<file path="src/rtl/button_reader_if.sv">
// Processor dmem-side bus of the button reader: address, store/load strobes,
// address-hit flag and the status/event read word.
interface button_reader_if;
    logic [11:0] mem_addr;
    logic        mem_wren;
    logic        mem_rden;
    logic        hit;
    logic [31:0] read_data;

    modport master (
        output mem_addr, mem_wren, mem_rden,
        input  hit, read_data
    );

    modport slave (
        input  mem_addr, mem_wren, mem_rden,
        output hit, read_data
    );
endinterface

</file>
<file path="src/rtl/button_reader.sv">
// Button reader: synchronises (and optionally debounces) four buttons and queues
// press events in a 4-deep FIFO popped by lw. Debounce enabled by BUTTON_READER_DEBOUNCE_EN.
module button_reader #(
    parameter logic [11:0] ADDR            = 12'd7,
    parameter int unsigned DEBOUNCE_CYCLES = 50000,
    parameter int unsigned CNT_W           = 16
) (
    input  logic            clock,
    input  logic            reset,
    input  logic            red_button,
    input  logic            blue_button,
    input  logic            green_button,
    input  logic            yellow_button,
    button_reader_if.slave  bus
);

    logic [3:0] raw;
    logic [3:0] sync1_q, sync2_q;
    logic [3:0] stable, stable_nxt, rise;

    assign raw = {yellow_button, green_button, blue_button, red_button};

    always_ff @(posedge clock or negedge reset) begin
        if (!reset) begin
            sync1_q <= '0;
            sync2_q <= '0;
        end else begin
            sync1_q <= raw;
            sync2_q <= sync1_q;
        end
    end

`ifdef BUTTON_READER_DEBOUNCE_EN
    logic [3:0]       stable_q, stable_d;
    logic [CNT_W-1:0] cnt_q [4];
    logic [CNT_W-1:0] cnt_d [4];

    always_comb begin
        stable_d = stable_q;
        for (int unsigned i = 0; i < 4; i++) begin
            cnt_d[i] = '0;
            if (sync2_q[i] != stable_q[i]) begin
                if (cnt_q[i] == CNT_W'(DEBOUNCE_CYCLES - 1))
                    stable_d[i] = sync2_q[i];
                else
                    cnt_d[i] = cnt_q[i] + CNT_W'(1);
            end
        end
    end

    always_ff @(posedge clock or negedge reset) begin
        if (!reset) begin
            stable_q <= '0;
            for (int unsigned i = 0; i < 4; i++) cnt_q[i] <= '0;
        end else begin
            stable_q <= stable_d;
            for (int unsigned i = 0; i < 4; i++) cnt_q[i] <= cnt_d[i];
        end
    end

    assign stable     = stable_q;
    assign stable_nxt = stable_d;
`else
    assign stable     = sync2_q;
    assign stable_nxt = sync1_q;
`endif

    // A press is flagged on the same edge that the stable level rises.
    assign rise = stable_nxt & ~stable;

    logic [3:0] pending_q, pending_d;
    logic [1:0] mem_q [4];
    logic [1:0] wr_ptr_q, wr_ptr_d, rd_ptr_q, rd_ptr_d;
    logic [2:0] count_q, count_d;
    logic       ov_q, ov_d;

    logic       push_req, push_ok, pop, rd_hit, flush, full, found;
    logic [1:0] win_color;
    logic [3:0] win_oh;

    always_comb begin
        found     = 1'b0;
        win_color = 2'd0;
        win_oh    = '0;
        for (int unsigned i = 0; i < 4; i++) begin
            if (pending_q[i] && !found) begin
                found     = 1'b1;
                win_color = 2'(i);
                win_oh[i] = 1'b1;
            end
        end
    end

    assign push_req = |pending_q;
    assign rd_hit   = bus.mem_rden & bus.hit;
    assign flush    = bus.mem_wren & bus.hit;
    assign full     = (count_q == 3'd4);
    assign pop      = rd_hit & (count_q != 3'd0);
    assign push_ok  = push_req & (!full | pop);

    always_comb begin
        pending_d = pending_q;
        wr_ptr_d  = wr_ptr_q;
        rd_ptr_d  = rd_ptr_q;
        count_d   = count_q;
        ov_d      = ov_q;
        if (flush) begin
            pending_d = '0;
            wr_ptr_d  = '0;
            rd_ptr_d  = '0;
            count_d   = '0;
            ov_d      = 1'b0;
        end else begin
            // The winner's pending bit clears even when the event is dropped on overflow.
            pending_d = (pending_q & ~win_oh) | rise;
            if (push_ok) wr_ptr_d = wr_ptr_q + 2'd1;
            if (pop)     rd_ptr_d = rd_ptr_q + 2'd1;
            count_d = count_q + 3'(push_ok) - 3'(pop);
            if (rd_hit)              ov_d = 1'b0;
            if (push_req && !push_ok) ov_d = 1'b1;
        end
    end

    always_ff @(posedge clock or negedge reset) begin
        if (!reset) begin
            pending_q <= '0;
            wr_ptr_q  <= '0;
            rd_ptr_q  <= '0;
            count_q   <= '0;
            ov_q      <= 1'b0;
            for (int unsigned i = 0; i < 4; i++) mem_q[i] <= '0;
        end else begin
            pending_q <= pending_d;
            wr_ptr_q  <= wr_ptr_d;
            rd_ptr_q  <= rd_ptr_d;
            count_q   <= count_d;
            ov_q      <= ov_d;
            if (push_ok && !flush) mem_q[wr_ptr_q] <= win_color;
        end
    end

    logic       valid;
    logic [1:0] head;

    assign valid         = (count_q != 3'd0);
    assign head          = valid ? mem_q[rd_ptr_q] : 2'd0;
    assign bus.hit       = (bus.mem_addr == ADDR);
    assign bus.read_data = {21'd0, count_q, stable, ov_q, head, valid};

endmodule
</file>
<file path="src/flat_wrapper.sv">
// flat-port wrapper written by rule: the top's interface ports become plain ports
module button_reader_flat 
#(
    parameter logic [11:0] ADDR            = 12'd7,
    parameter int unsigned DEBOUNCE_CYCLES = 50000,
    parameter int unsigned CNT_W           = 16
)
  (clock, reset, red_button, blue_button, green_button, yellow_button, bus_mem_addr, bus_mem_wren, bus_mem_rden, bus_hit, bus_read_data);
  button_reader_if bus_i ();
  input  logic clock;
  input  logic reset;
  input  logic red_button;
  input  logic blue_button;
  input  logic green_button;
  input  logic yellow_button;
  input wire logic [$bits(bus_i.mem_addr)-1:0] bus_mem_addr;
  input wire logic [$bits(bus_i.mem_wren)-1:0] bus_mem_wren;
  input wire logic [$bits(bus_i.mem_rden)-1:0] bus_mem_rden;
  output wire logic [$bits(bus_i.hit)-1:0] bus_hit;
  output wire logic [$bits(bus_i.read_data)-1:0] bus_read_data;
  assign bus_i.mem_addr = bus_mem_addr;
  assign bus_i.mem_wren = bus_mem_wren;
  assign bus_i.mem_rden = bus_mem_rden;
  assign bus_hit = bus_i.hit;
  assign bus_read_data = bus_i.read_data;
  button_reader #(.ADDR(ADDR), .DEBOUNCE_CYCLES(DEBOUNCE_CYCLES), .CNT_W(CNT_W)) u_core (.clock(clock), .reset(reset), .red_button(red_button), .blue_button(blue_button), .green_button(green_button), .yellow_button(yellow_button), .bus(bus_i));
endmodule
</file>
<file path="config.mk">
export PLATFORM = sky130hd
export DESIGN_NAME = button_reader_flat
export DESIGN_NICKNAME = d
export VERILOG_FILES = /design/src/rtl/button_reader_if.sv /design/src/rtl/button_reader.sv /design/src/flat_wrapper.sv
export SDC_FILE = /design/constraint.sdc
export NUM_CORES = 1
export LEC_CHECK = 0
export CAP_MARGIN = 5
export CORE_MARGIN = 5
export CORE_UTILIZATION = 41
export DETAILED_ROUTE_END_ITERATION = 8
export HOLD_SLACK_MARGIN = 0.1
export PLACE_DENSITY = 0.87
export SYNTH_ARGS = -nofsm -noshare
export SYNTH_HDL_FRONTEND = slang
export SYNTH_SLANG_ARGS = --single-unit
</file>
<file path="constraint.sdc">
create_clock -name clock -period 2.05 [get_ports clock]
set_input_delay 0.41 -clock clock [delete_from_list [all_inputs] [get_ports clock]]
set_output_delay 0.41 -clock clock [all_outputs]
set_load 0.005 [all_outputs]
</file>
* Word level (Yosys, flattened, before mapping)
Index checks and enable logic that the tools add are counted.
W data, S select, Z words.
** Storage, ports and cells
- Output and inout port bits :: 33
- Logic and storage cells :: 74
- Register bits :: 28
- Bits of input ports :: 20
** Cells by class
- Mux-type cells :: 25
- Equal/unequal tests :: 2
- Add/subtract/negate cells :: 4
- Bitwise logic cells :: 12
- Order comparisons :: 3
- Reductions and logical operators :: 17
** Operators with widths (number)
- $mux W2 :: 10
- $eq A12 B3 Y1 const B :: 1
- $mux W1 :: 10
- $and A4 B4 Y4 :: 2
- $bwmux W8 :: 1
- $not A4 Y4 :: 2
- $ge A3 B3 Y1 const B :: 2
- $logic_and A1 B1 Y1 :: 6
- $logic_not A1 Y1 :: 6
- $not A2 Y3 :: 2
- $reduce_bool A3 Y1 :: 2
- $add A2 B1 Y2 const B :: 2
- $and A1 B1 Y1 :: 4
- $bmux W2 S2 :: 1
- $demux W2 S2 :: 1
- $mux W4 :: 1
- $or A4 B4 Y4 :: 1
- $reduce_bool A2 Y1 :: 2
- $reduce_or A4 Y1 :: 1
- $add A3 B1 Y3 :: 1
- $eq A3 B3 Y1 const B :: 1
- $lt A3 B1 Y1 const B :: 1
- $mux W3 :: 1
- $sub A3 B1 Y3 :: 1
- $or A1 B1 Y1 :: 1

* Logic depth before layout (Yosys ltp)
Gate-level depths: netlist of the first run.
- Word-level depth :: 14
- Gate-level depth with buffers :: 12
- Depth with buffers taken out :: 12

* Least setup slack after synthesis of the first run
No wires, ideal clock.
- Path kind :: input to register
- Start point :: input port bus_mem_addr[9]
- End point :: register u_core.count_q[2]
- Data required time :: 1917 ps
- Setup slack :: -296 ps
- Path buffers :: 0
- Data arrival time :: 2213 ps
- Cell stages on the path :: 12
- Setup time :: 133 ps
- Path through :: nor4_4 nand3_1 inv_1 and2_1 ha_1 inv_1 ha_1 inv_1 fa_1 xor2_1 xnor2_1 nor2_1
** Between the ends
- Cells in the longest elaborated chain, start to end :: 8
- Elaborated cells between the ends (all ways) :: 9
- Classes of those cells :: add/sub: 2; eq/ne: 1; mux: 1; bitwise: 5
** RTL lines
- from (decl) :: line flat_wrapper.sv:16 : input wire logic [$bits(bus_i.mem_addr)-1:0] bus_mem_addr;
- $eq A12 B3 Y1 (*) :: line button_reader.sv:147 : assign bus.hit = (bus.mem_addr == ADDR);
- named net bus_hit :: line flat_wrapper.sv:19 : output wire logic [$bits(bus_i.hit)-1:0] bus_hit;
- $and A1 B1 Y1 :: line button_reader.sv:95 : assign rd_hit = bus.mem_rden & bus.hit;
- $and A1 B1 Y1 :: line button_reader.sv:98 : assign pop = rd_hit & (count_q != 3'd0);
- $or A1 B1 Y1 :: line button_reader.sv:99 : assign push_ok = push_req & (!full | pop);
- $and A1 B1 Y1 :: line button_reader.sv:99
- $add A3 B1 Y3 :: line button_reader.sv:118 : count_d = count_q + 3'(push_ok) - 3'(pop);
- $sub A3 B1 Y3 :: line button_reader.sv:118
- $mux W3 (*) :: line button_reader.sv:107 : if (flush) begin
- named net u_core.count_d[2] :: line button_reader.sv:74 : logic [2:0] count_q, count_d;
- to (signal assigned) :: line button_reader.sv:136 : count_q <= count_d;
- to (decl) :: line button_reader.sv:74
The timed path passes the listed nets; every way through them passes the cells marked *.
A chain may end at the register's enable or synchronous reset.

* Worst setup path in the final report of the first run
- Start point :: input port bus_mem_addr[3]
- End point :: register u_core.count_q[2]
** Between the ends
- Cells in the longest elaborated chain, start to end :: 8
- Elaborated cells between the ends (all ways) :: 9
- Classes of those cells :: add/sub: 2; eq/ne: 1; mux: 1; bitwise: 5
** RTL lines (line)
- $eq A12 B3 Y1 (*) :: button_reader.sv:147
- $and A1 B1 Y1 :: button_reader.sv:95
- $and A1 B1 Y1 :: button_reader.sv:98
- $or A1 B1 Y1 :: button_reader.sv:99
- $and A1 B1 Y1 :: button_reader.sv:99
- $add A3 B1 Y3 :: button_reader.sv:118
- $sub A3 B1 Y3 :: button_reader.sv:118
- $mux W3 (*) :: button_reader.sv:107
- named net u_core.count_d[2] :: button_reader.sv:74
Marked as above.

==> results of run 1 <==
-- stage by stage --
stage,setup TNS [ns],area [sq um],setup WS [ns],power (W),hold WS [ns]
after floorplan,-0.3384,1649,-0.2313,0.001334,0.1144
after global routing,-0.1337,2128,-0.1337,0.002316,0.3968
after global placement,-3.753,1963,-0.6587,0.001645,0.3593
final,-0.08526,2128,-0.08526,0.002169,0.3835
after CTS,-0.1434,2117,-0.1434,0.002185,0.3874
after detailed placement,-4.300,1963,-0.7675,0.001697,0.3626
-- layout make-up --
class | instances | area [sq um] | area share, %
clock buffers | 3 | 41.29 | 1.940
well taps | 48 | 60.06 | 2.822
clock inverters | 1 | 30.03 | 1.411
inverters | 9 | 36.28 | 1.705
multi-input cells | 96 | 772.0 | 36.27
repair buffers | 56 | 488.0 | 22.93
flip-flops and latches | 28 | 700.7 | 32.92
-- synthesized netlist by cell type (2+ instances only) --
library cell  count  area share [%]
dfrtp_1          28              45
buf_4            23              11
inv_1             9             2.2
mux2_1            8             5.8
nor2_1            8             1.9
ha_1              6             4.8
nand2_1           5             1.2
o21ai_0           5             1.6
a21oi_1           4             1.3
and2_1            4             1.6
nor2b_1           4             1.6
o211ai_2          4             3.2
nand2b_1          3             1.2
mux2i_1           2             1.3
mux4_2            2             2.9
nand3_1           2            0.64
nor3_1            2            0.64
nor4_4            2             2.7
o21ba_2           2             1.3
-- registers in the layout (all words and copies together) (netlist names) --
register,flops
u_core.mem_q,8
u_core.count_q,3
u_core.wr_ptr_q,2
u_core.stable_nxt,4
u_core.ov_q,1
u_core.pending_q,4
u_core.rd_ptr_q,2
u_core.stable,4
-- kinds of logic (layout without fill, tap and decap cells) --
kind of cell | Yosys count | in the layout | synth area share, %
muxes | 12 | 12 | 9.904
xor gates and xnor gates | 2 | 2 | 1.118
adders and majority gates | 7 | 7 | 6.070
other | 1 | 21 | 0.2394
DFF | 28 | 28 | 44.73
AOI/OAI and AO/OA | 18 | 18 | 8.866
and+or+nand+nor | 36 | 36 | 15.18
buffers and inverters | 33 | 69 | 13.90
-- cells in the final DEF (no fill, tap or decap), types with 3 or more instances in the layout --
cell type | netlist | routed
clkdlybuf4s50_1 | 0 | 14
dfrtp_1 | 28 | 28
nand2b_1 | 3 | 3
ha_1 | 6 | 4
nand2_1 | 5 | 5
dlygate4sd2_1 | 0 | 4
o211ai_2 | 4 | 4
a21oi_1 | 4 | 4
and2_1 | 4 | 3
mux2_1 | 8 | 8
conb_1 | 1 | 21
nor2b_1 | 4 | 4
clkbuf_8 | 0 | 3
nor2_1 | 8 | 8
o21ai_0 | 5 | 5
buf_6 | 1 | 6
clkdlybuf4s15_1 | 0 | 4
inv_1 | 9 | 6
buf_4 | 23 | 23
-- worst register-to-register path: stages, from the launching register on --
cell and delay (ns):
dfrtp_1 0.40, o31a_1 0.31, and2_4 0.15, ha_4 0.22, inv_4 0.05, ha_4 0.11
inv_2 0.03, fa_2 0.35, xor2_1 0.16, xnor2_1 0.18, nor2_1 0.07
-- path summary, 6_finish.rpt --
check | start | end | slack [ns]
min in group asynchronous | reset | u_core.pending_q[0] | 0.50
worst max-delay path | bus_mem_addr[3] | u_core.count_q[2] | -0.09
worst max register to register | u_core.count_q[2] | u_core.count_q[2] | -0.08
max in group asynchronous | reset | u_core.mem_q[5] | 1.29
worst min register to register | u_core.stable_nxt[0] | u_core.stable[0] | 0.38
worst min-delay path | u_core.stable_nxt[0] | u_core.stable[0] | 0.38
-- layer usage --
layer / wire, microns / up-vias
met4: 47 / 0
met3: 301 / 5
met1: 1245 / 531
met2: 1666 / 39
li1: - / 535
met5: 0 / -
-- repair_timing --
action / CTS / global route
endpoints found under the hold margin: 0 / 0
setup endpoints to repair: 6 / 4
cloned: 0 / 0
gates resized for setup: 53 / 6
buffers inserted: 8 / 0
pin swaps: 15 / 9
-- power groups by stage --
stage	registers, W	logic (W)	clock network (W)
6_report	0.000798	0.000931	0.000440
3_5_place_dp	0.000808	0.000889	0
2_1_floorplan	0.000810	0.000524	0
3_3_place_gp	0.000797	0.000848	0
4_1_cts	0.000796	0.000941	0.000448
5_1_grt	0.000817	0.00103	0.000466
==> impl_results.md, run 1 <==
- Status: finished with violations
- Failing checks: negative setup slack
- Worst Hold Depth: 0
- Finish-stage setup viols: 1
- Initial drt markers: 62
- WP buf/inv: 4
- Total number of vias: 1110
- Cell Count, Final, Fillers Out: 241
- CP cell instances: clkdlybuf4s15_1 -> and4b_1 -> nand3_2 -> inv_2 -> and2_4 -> ha_4 -> inv_4 -> ha_4 -> inv_2 -> fa_2 -> xor2_1 -> xnor2_1 -> nor2_1
- # diodes: 0
- CP endpoint kind: flip-flop
- Initial antenna violation count: 0
- Vias in the first global route: 1168
- I/O pin count: 53
- Register area share after synthesis: 44.73%
- Final min period: 2.135 ns
- TritonCTS Sinks: 28
- Synth cell types: 33
- Final WS setup: -0.08526 ns
- Pin count of the biggest net entering global routing: 29
- Sw frac: 31.74%
- GP Congestion: 0.7615
- Leakage: 1.033 nW
- Global Route met1 Usage: 15.05%
- Critical path's top delay family: adder cells
- Proportion of layout cells with a drive suffix above 1: 30.57%
- Layout fillers: 324
- Crit Path Max Fanout: 2
- TritonCTS clock tree: built
- Hpwl dp: 2502 microns
- Met3 usage: 3.366%
- NetSw: 0.0006886 W
- CP peak stage delay: 0.35 ns
- RSZ-0062 raised after global routing: true
- Grt ovf: 0
- Core area: 3689 sq um
- Crit path DAT: 2.31 ns
- Routed len/inst: 13.53 microns
- Async SR Flop Fraction: 100.0%
- Die height: 71.81 microns
- Clock Latency Late Sink: 0.28 ns
- Die X: 71.81 microns
- VDD IR-drop max: 399.2 uV
- Ratio of final minimum period to clock period: 104.2%
- DRC: 0
- WP depth: 13
- Hold_buf cts: 0
- Warnings from Yosys: 0
- Critical path class: in2reg
- Hold Fails Final Rpt: 0
- GRT busiest layer: met2
- Sequential Power Share: 36.8%
- Root Buffer: clkbuf_8
- TritonRoute pass-1 iters: 4
- Clk pwr share: 20.3%
- Drt total wl: 3260 microns
- Slowest-stage cell, CP: fa_2
- Clk buf depth: 2
- Worst Hold Class: reg2reg
- Final Max Slew Viols: 0
- Mapped Area: 1567 sq um
- Final ANT Viol Nets: 0
- Final Util: 57.70%
- Gate count of the mapped netlist: 137
- Int Pwr: 0.001481 W
- Vias per cell: 4.606
- Area grow syn2layout: 35.86%
- Reg clk slew, reported paths: 0.10 ns
- I/O Buffers: 31
- CP startpoint kind: input pin
- H-tree depth: 1
- First-pass GRT wire length: 5402 microns
- Total track usage: 13.30%
- Initial Util: 42.47%
- FF-to-FF path depth: 10
- GR met2 Demand/Resource: 23.78%
- Max Clock Skew: 0.004112 ns
- Mapped Avg Cell Area: 11.43 sq um
- Placed Cells: 229
- Nets: 221
- Max Freq: 468.3 MHz
- Pwr/cell area: 1019 nW/um^2
- Die area: 5157 sq um
- Post-synth EDFFs: 0
- Row cnt: 22
- Predominant post-synthesis flop cell: dfrtp_1
- Comb power frac: 42.9%
- CTS buffer count: 3
- Max Cap Viol: 0
- Worst Path Required: 2.22 ns
- #FFs+latches synth: 28
No activity file was read; power rests on OpenSTA's default activity.
==> run 2: changes to the inputs <==
==> constraint.sdc (replaced) <==
create_clock -name clock -period 1.85 [get_ports clock]
set_input_delay 0.37 -clock clock [delete_from_list [all_inputs] [get_ports clock]]
set_output_delay 0.37 -clock clock [all_outputs]
set_load 0.005 [all_outputs]
==> run 2 against run 1 <==
  * The flow still finishes with violations (negative setup slack)
  * Critical path type is now reg2reg
  * Cell area fell by 1.2%
  * Clock power increased by 7.7%
  * Largest cell class unchanged
  * Die area unchanged
  * Sequential share of layout area grew 0.41 points
  * Flip-flop and latch count unchanged
  * Worst hold slack got worse by 0.0045 ns
  * Clock skew barely moved
  * Highest routed layer unchanged
  * Power is 14% higher
==> impl_results.md, run 2 (synthesis results as in run 1) <==
- I/O pin count: 53 (unchanged)
- Layout fillers: 318 (-1.9%)
- Final ANT Viol Nets: 0 (unchanged)
- Worst Path Required: 2.02 ns (-0.20 ns)
- Clk buf depth: 2 (unchanged)
- Grt ovf: 0 (unchanged)
- Crit path DAT: 2.29 ns (-0.02 ns)
- Hold Fails Final Rpt: 0 (unchanged)
- Proportion of layout cells with a drive suffix above 1: 32.12% (+1.6 points)
- DP Area: 1993 sq um (+1.5%)
- Pre-CTS WS: -0.9253 ns (-0.1578 ns)
- TritonRoute pass-1 iters: 4 (unchanged)
- Worst Hold Depth: 0 (unchanged)
- Crit Path Max Fanout: 2 (unchanged)
- Worst Hold Class: reg2reg
- CTS buffer count: 3 (unchanged)
- Reg clk slew, reported paths: 0.09 ns (about the same)
- Die X: 71.81 microns (unchanged)
- H-tree depth: 1 (unchanged)
- Largest Register: u_core.mem_q
- Hold path start: u_core.stable_nxt[0]
- Register Area: 700.7 sq um (unchanged)
- Reg-to-Reg Start: u_core.count_q[1]
- Pwr/cell area: 1176 nW/um^2 (+15%)
- R2r setup slk: -0.27 ns (-0.19 ns)
- FF-to-FF path depth: 10 (unchanged)
- Status: finished with violations
- Failing checks: negative setup slack
- CP cell instances: o31a_1 -> and2_4 -> ha_4 -> inv_4 -> ha_4 -> inv_2 -> fa_2 -> xor2_1 -> xnor2_1 -> nor2_1
- Most frequent cells in the layout: dfrtp_1, buf_4, conb_1, clkdlybuf4s50_1
- Nets: 221 (unchanged)
- Placed Cells: 233 (+1.7%)
- Multi-input gate area: 768.2 sq um (-0.49%)
- TritonCTS Sinks: 28 (unchanged)
- Vias in the first global route: 1093 (-6.4%)
- Max Cap Viol: 0 (unchanged)
- Clock Latency Late Sink: 0.27 ns (about the same)
- Total number of vias: 1119 (+0.81%)
- RSZ-0062 raised after global routing: true
- VDD IR-drop max: 445.1 uV (+11%)
- Cell Count, Final, Fillers Out: 241 (unchanged)
- # diodes: 0 (unchanged)
- Die height: 71.81 microns (unchanged)
- Design area: 2102 sq um (-1.2%)
- Max FFs per register: 8 (unchanged)
- Most common cell after layout, fill and taps aside: dfrtp_1
- GP Congestion: 0.7721 (+1.4%)
- Initial antenna violation count: 0 (unchanged)
- Core area: 3689 sq um (unchanged)
- Slowest-stage cell, CP: dfrtp_1
- Drt total wl: 3127 microns (-4.1%)
- Final min period: 2.118 ns
- CP startpoint kind: flip-flop
- TritonCTS clock tree: built
- Worst Hold End: u_core.stable[0]
- Routed len/inst: 12.98 microns (-4.1%)
- Root Buffer: clkbuf_8
- DRC: 0 (unchanged)
- CP peak stage delay: 0.39 ns (+0.04 ns)
- Overall power: 0.002472 W (+14%)
- Initial drt markers: 37 (-40%)
- Reg-to-reg endpoint: u_core.count_q[2]
- Total track usage: 11.86% (-1.4 points)
- Pin count of the biggest net entering global routing: 29 (unchanged)
- Setup_tns: -0.6236 ns (-0.5383 ns)
- Final WS setup: -0.2680 ns (-0.1827 ns)
- Finish-stage setup viols: 5 (+4)
- Max Clock Skew: 0.004268 ns (+0.0001562 ns)
- Initial Util: 42.47% (unchanged)
- First-pass GRT wire length: 4899 microns (-9.3%)
- I/O Buffers: 31 (unchanged)
- CP endpoint kind: flip-flop
- Area grow syn2layout: 34.19%
- Critical path class: reg2reg
- Critical path's top delay family: adder cells
- CP dominant cell by count: ha_4
- Vias per cell: 4.643 (+0.81%)
- Row cnt: 22 (unchanged)
- Leakage: 1.016 nW (-1.6%)
- Ratio of final minimum period to clock period: 114.5%
- Max Freq: 472.1 MHz
- WP buf/inv: 2 (-2)
- Final Max Slew Viols: 0 (unchanged)
- Hpwl dp: 2448 microns (-2.1%)
- Die area: 5157 sq um (unchanged)
## run 2: per-stage QoR
stage          hold slack, ns  util (%)
2_1_floorplan         0.07441         -
3_3_place_gp           0.3581     54.04
3_5_place_dp           0.3567     54.04
4_1_cts                0.3846     56.21
5_1_grt                0.3957     56.99
6_report               0.3791     56.99
## run 2: area by class of cell
class / instances / share of cell area, %
sequential: 28 / 33.33
multi-input combinational: 96 / 36.55
clock buffer: 3 / 1.964
inverter: 9 / 1.726
timing repair buffer: 56 / 22.14
clock inverter: 1 / 1.429
tap: 48 / 2.857
## run 2: how the worst max path moves through the flow
| stage | slack, ns | cells past startpoint | endpoint | startpoint |
|---|---|---|---|---|
| CTS | -0.31 | 10 | u_core.count_q[2] | u_core.count_q[2] |
| detailed placement | -0.93 | 13 | u_core.count_q[2] | bus_mem_addr[9] |
| global placement | -0.82 | 13 | u_core.count_q[2] | bus_mem_addr[9] |
| floorplan | -0.39 | 12 | u_core.count_q[2] | bus_mem_addr[6] |
| global route | -0.36 | 10 | u_core.count_q[2] | u_core.count_q[1] |
| finish | -0.27 | 10 | u_core.count_q[2] | u_core.count_q[1] |
## run 2: routing by layer
layer	wire length (microns)	vias up	GRT usage, %
li1	-	536	-
met1	1190	531	13.19
met2	1579	46	21.73
met3	310	6	3.226
met4	46	0	3.758
met5	0	-	0
## run 2: report_power, final
group	leakage (nW)	switching [W]	total, W	internal (W)
logic	0.644	0.000468	0.00112	0.000648
registers	0.336	0.000103	0.000883	0.000780
clock network	0.0357	0.000184	0.000474	0.000290
## run 2: repair_timing
| action | 4_1_cts | 5_1_grt |
|---|---|---|
| buffers inserted | 1 | 3 |
| gates resized for setup | 48 | 13 |
| pin swaps | 15 | 12 |
| endpoints found under the setup margin | 16 | 5 |
| hold buffers | 0 | 0 |
## run 2: worst reg2reg max path, delay by kind of cell (launching register included)
| family | cells | cell delay (ns) |
|---|---|---|
| fa+ha+maj | 3 | 0.67 |
| flops | 1 | 0.39 |
| compound gates | 1 | 0.32 |
| xor+xnor | 2 | 0.31 |
| simple gates | 2 | 0.23 |
| buf+inv | 2 | 0.08 |
==> run 3: changes to the inputs <==
--- a/config.mk
+++ b/config.mk
@@ -5,12 +5,12 @@
 export SDC_FILE = /design/constraint.sdc
 export NUM_CORES = 1
 export LEC_CHECK = 0
-export CAP_MARGIN = 5
+export CAP_MARGIN = 20
 export CORE_MARGIN = 5
-export CORE_UTILIZATION = 41
+export CORE_UTILIZATION = 45
 export DETAILED_ROUTE_END_ITERATION = 8
 export HOLD_SLACK_MARGIN = 0.1
-export PLACE_DENSITY = 0.87
+export PLACE_DENSITY = 0.9
 export SYNTH_ARGS = -nofsm -noshare
 export SYNTH_HDL_FRONTEND = slang
 export SYNTH_SLANG_ARGS = --single-unit
==> constraint.sdc (replaced) <==
create_clock -name clock -period 2.29 [get_ports clock]
set_input_delay 0.458 -clock clock [delete_from_list [all_inputs] [get_ports clock]]
set_output_delay 0.458 -clock clock [all_outputs]
set_load 0.005 [all_outputs]
==> run 3 against run 2 <==
  * The run now ends clean
  * Sequential power fell by 18%
  * Critical endpoint unchanged
  * Worst hold slack improved by 0.020 ns
  * Cell count rose by 0.41%
  * Largest power group unchanged
==> impl_results.md, run 3 (synthesis results as in run 1) <==
- NetSw: 0.0005822 W (-23%)
- Vias in the first global route: 1136 (+3.9%)
- VDD IR-drop max: 457.4 uV (+2.8%)
- Sw frac: 31.42% (+0.89 points)
- Overall power: 0.001853 W (-25%)
- Hold_buf cts: 0 (unchanged)
- Total track usage: 14.15% (+2.3 points)
- Most frequent cells in the layout: dfrtp_1, buf_4, conb_1, clkdlybuf4s50_1, mux2_1
- Die X: 69 microns (-3.9%)
- Worst Hold Depth: 0 (unchanged)
- Clk pwr share: 16.7% (-2.5 points)
- Status: completed
- CP cell instances: clkdlybuf4s15_1 -> nor4_4 -> nand3_2 -> inv_2 -> and2_4 -> ha_4 -> inv_2 -> ha_4 -> inv_2 -> fa_2 -> xor2_2 -> xnor2_1 -> nor2_1
- Grt ovf: 0 (unchanged)
- Final min period: 2.221 ns
- Hold Fails Final Rpt: 0 (unchanged)
- CP peak stage delay: 0.37 ns (-0.02 ns)
- I/O pin count: 53 (unchanged)
- Placed Cells: 225 (-3.4%)
- Crit Path Max Fanout: 2 (unchanged)
- FF-to-FF path depth: 10 (unchanged)
- Root Buffer: clkbuf_4
- Leakage: 1.015 nW (about the same)
- Max FFs per register: 8 (unchanged)
- Int Pwr: 0.001271 W (-26%)
- Final WS setup: 0.06854 ns (+0.3365 ns)
- DP Area: 1946 sq um (-2.4%)
- Cell Count, Final, Fillers Out: 242 (+0.41%)
- Die height: 69 microns (-3.9%)
- Core area: 3363 sq um (-8.8%)
- Total number of vias: 1143 (+2.1%)
- Sequential Power Share: 38.9% (+3.2 points)
- Reg-to-reg endpoint: u_core.count_q[2]
- Drt total wl: 3319 microns (+6.1%)
- First-pass GRT wire length: 5506 microns (+12%)
- CP endpoint kind: flip-flop
- Reg clk slew, reported paths: 0.14 ns (+0.05 ns)
- Ratio of final minimum period to clock period: 97.01%
- Vias per cell: 4.723 (+1.7%)
- CTS buffer count: 3 (unchanged)
- Most common cell after layout, fill and taps aside: dfrtp_1
- Worst setup startpoint: bus_mem_addr[7]
- Max Cap Viol: 0 (unchanged)
- Critical path class: in2reg
- # diodes: 0 (unchanged)
- Final Max Slew Viols: 0 (unchanged)
- Pin count of the biggest net entering global routing: 29 (unchanged)
- Worst Path Required: 2.51 ns (+0.49 ns)
- CP dominant cell by count: inv_2
- Hold path start: u_core.stable_nxt[1]
- Nets: 224 (+1.4%)
- Reg-to-Reg Start: u_core.count_q[0]
- TritonCTS Sinks: 28 (unchanged)
- Max Clock Skew: 0.002769 ns (-0.001499 ns)
- I/O Buffers: 31 (unchanged)
- CP startpoint kind: input pin
- Worst Hold End: u_core.stable[1]
- Design area: 2135 sq um (+1.5%)
- Proportion of layout cells with a drive suffix above 1: 31.63% (-0.49 points)
- H-tree depth: 1 (unchanged)
- Max Freq: 450.2 MHz
- Routed len/inst: 13.71 microns (+5.7%)
- Crit path DAT: 2.44 ns (+0.15 ns)
- Final ANT Viol Nets: 0 (unchanged)
- Initial drt markers: 50 (+35%)
- Die area: 4761 sq um (-7.7%)
- Layout fillers: 278 (-13%)
- DRC: 0 (unchanged)
- Pre-CTS WS: -0.5723 ns (+0.3530 ns)
- Area grow syn2layout: 36.26%
- Critical path's top delay family: adder cells
- WP buf/inv: 4 (+2)
- Finish-stage setup viols: 0 (-5)
- TritonCTS clock tree: built
- Worst Hold Class: reg2reg
- Clock Latency Late Sink: 0.31 ns (+0.04 ns)
- Slowest-stage cell, CP: fa_2
- TritonRoute pass-1 iters: 4 (unchanged)
- Largest Register: u_core.mem_q
- Pwr/cell area: 868.0 nW/um^2 (-26%)
- GP Congestion: 0.7732 (+0.14%)
- R2r setup slk: 0.11 ns (+0.38 ns)
- Clk buf depth: 2 (unchanged)
- Initial antenna violation count: 0 (unchanged)
- Hpwl dp: 2453 microns (+0.22%)
- Comb power frac: 44.4% (-0.7 points)
- Initial Util: 46.58% (+4.1 points)
- Row cnt: 21 (-4.5%)
-- run 3: worst max path at each step --
stage                              to  slack, ns  cells after the start
floorplan           u_core.count_q[2]      -0.04                     12
global placement    u_core.count_q[2]      -0.47                     11
detailed placement  u_core.count_q[2]      -0.57                     13
CTS                 u_core.count_q[2]      0.007                     13
global route        u_core.count_q[2]     -0.009                     13
finish              u_core.count_q[2]       0.07                     13
-- run 3: final cells by class --
| type | instances | area (sq um) | share of cell area [%] |
|---|---|---|---|
| Tap cell | 46 | 57.56 | 2.696 |
| Clock inverter | 1 | 30.03 | 1.407 |
| Inverter | 9 | 33.78 | 1.583 |
| Clock buffer | 3 | 22.52 | 1.055 |
| Multi-Input combinational cell | 96 | 784.5 | 36.75 |
| Sequential cell | 28 | 701.9 | 32.88 |
| Timing Repair Buffer | 59 | 504.2 | 23.62 |
-- run 3: stage by stage --
step / util [%] / hold slack [ns] / setup TNS [ns]
floorplan: - / 0.1624 / -0.03927
global placement: 57.85 / 0.3593 / -1.442
detailed placement: 57.85 / 0.3599 / -1.931
CTS: 62.95 / 0.4031 / 0
global route: 63.47 / 0.4095 / -0.009487
finish: 63.47 / 0.3986 / 0
-- run 3: power groups by stage --
stage          Combinational, W  Clock, W  Sequential [W]
2_1_floorplan          0.000469         0        0.000725
3_3_place_gp           0.000735         0        0.000720
3_5_place_dp           0.000763         0        0.000730
4_1_cts                0.000808  0.000325        0.000718
5_1_grt                0.000920  0.000346        0.000737
6_report               0.000822  0.000310        0.000721
-- run 3: timing repair --
item                       in CTS  in global routing
setup buffers                  12                  2
setup endpoints to repair       5                 11
pin swaps                      11                 12
gates resized for setup        27                 17
-- run 3: metal layers --
layer	up-vias	global-route usage (%)	wire length (microns)
met5	-	0	0
met4	0	4.121	25
met3	4	3.488	236
met2	41	26.17	1742
met1	551	15.87	1315
li1	547	-	-
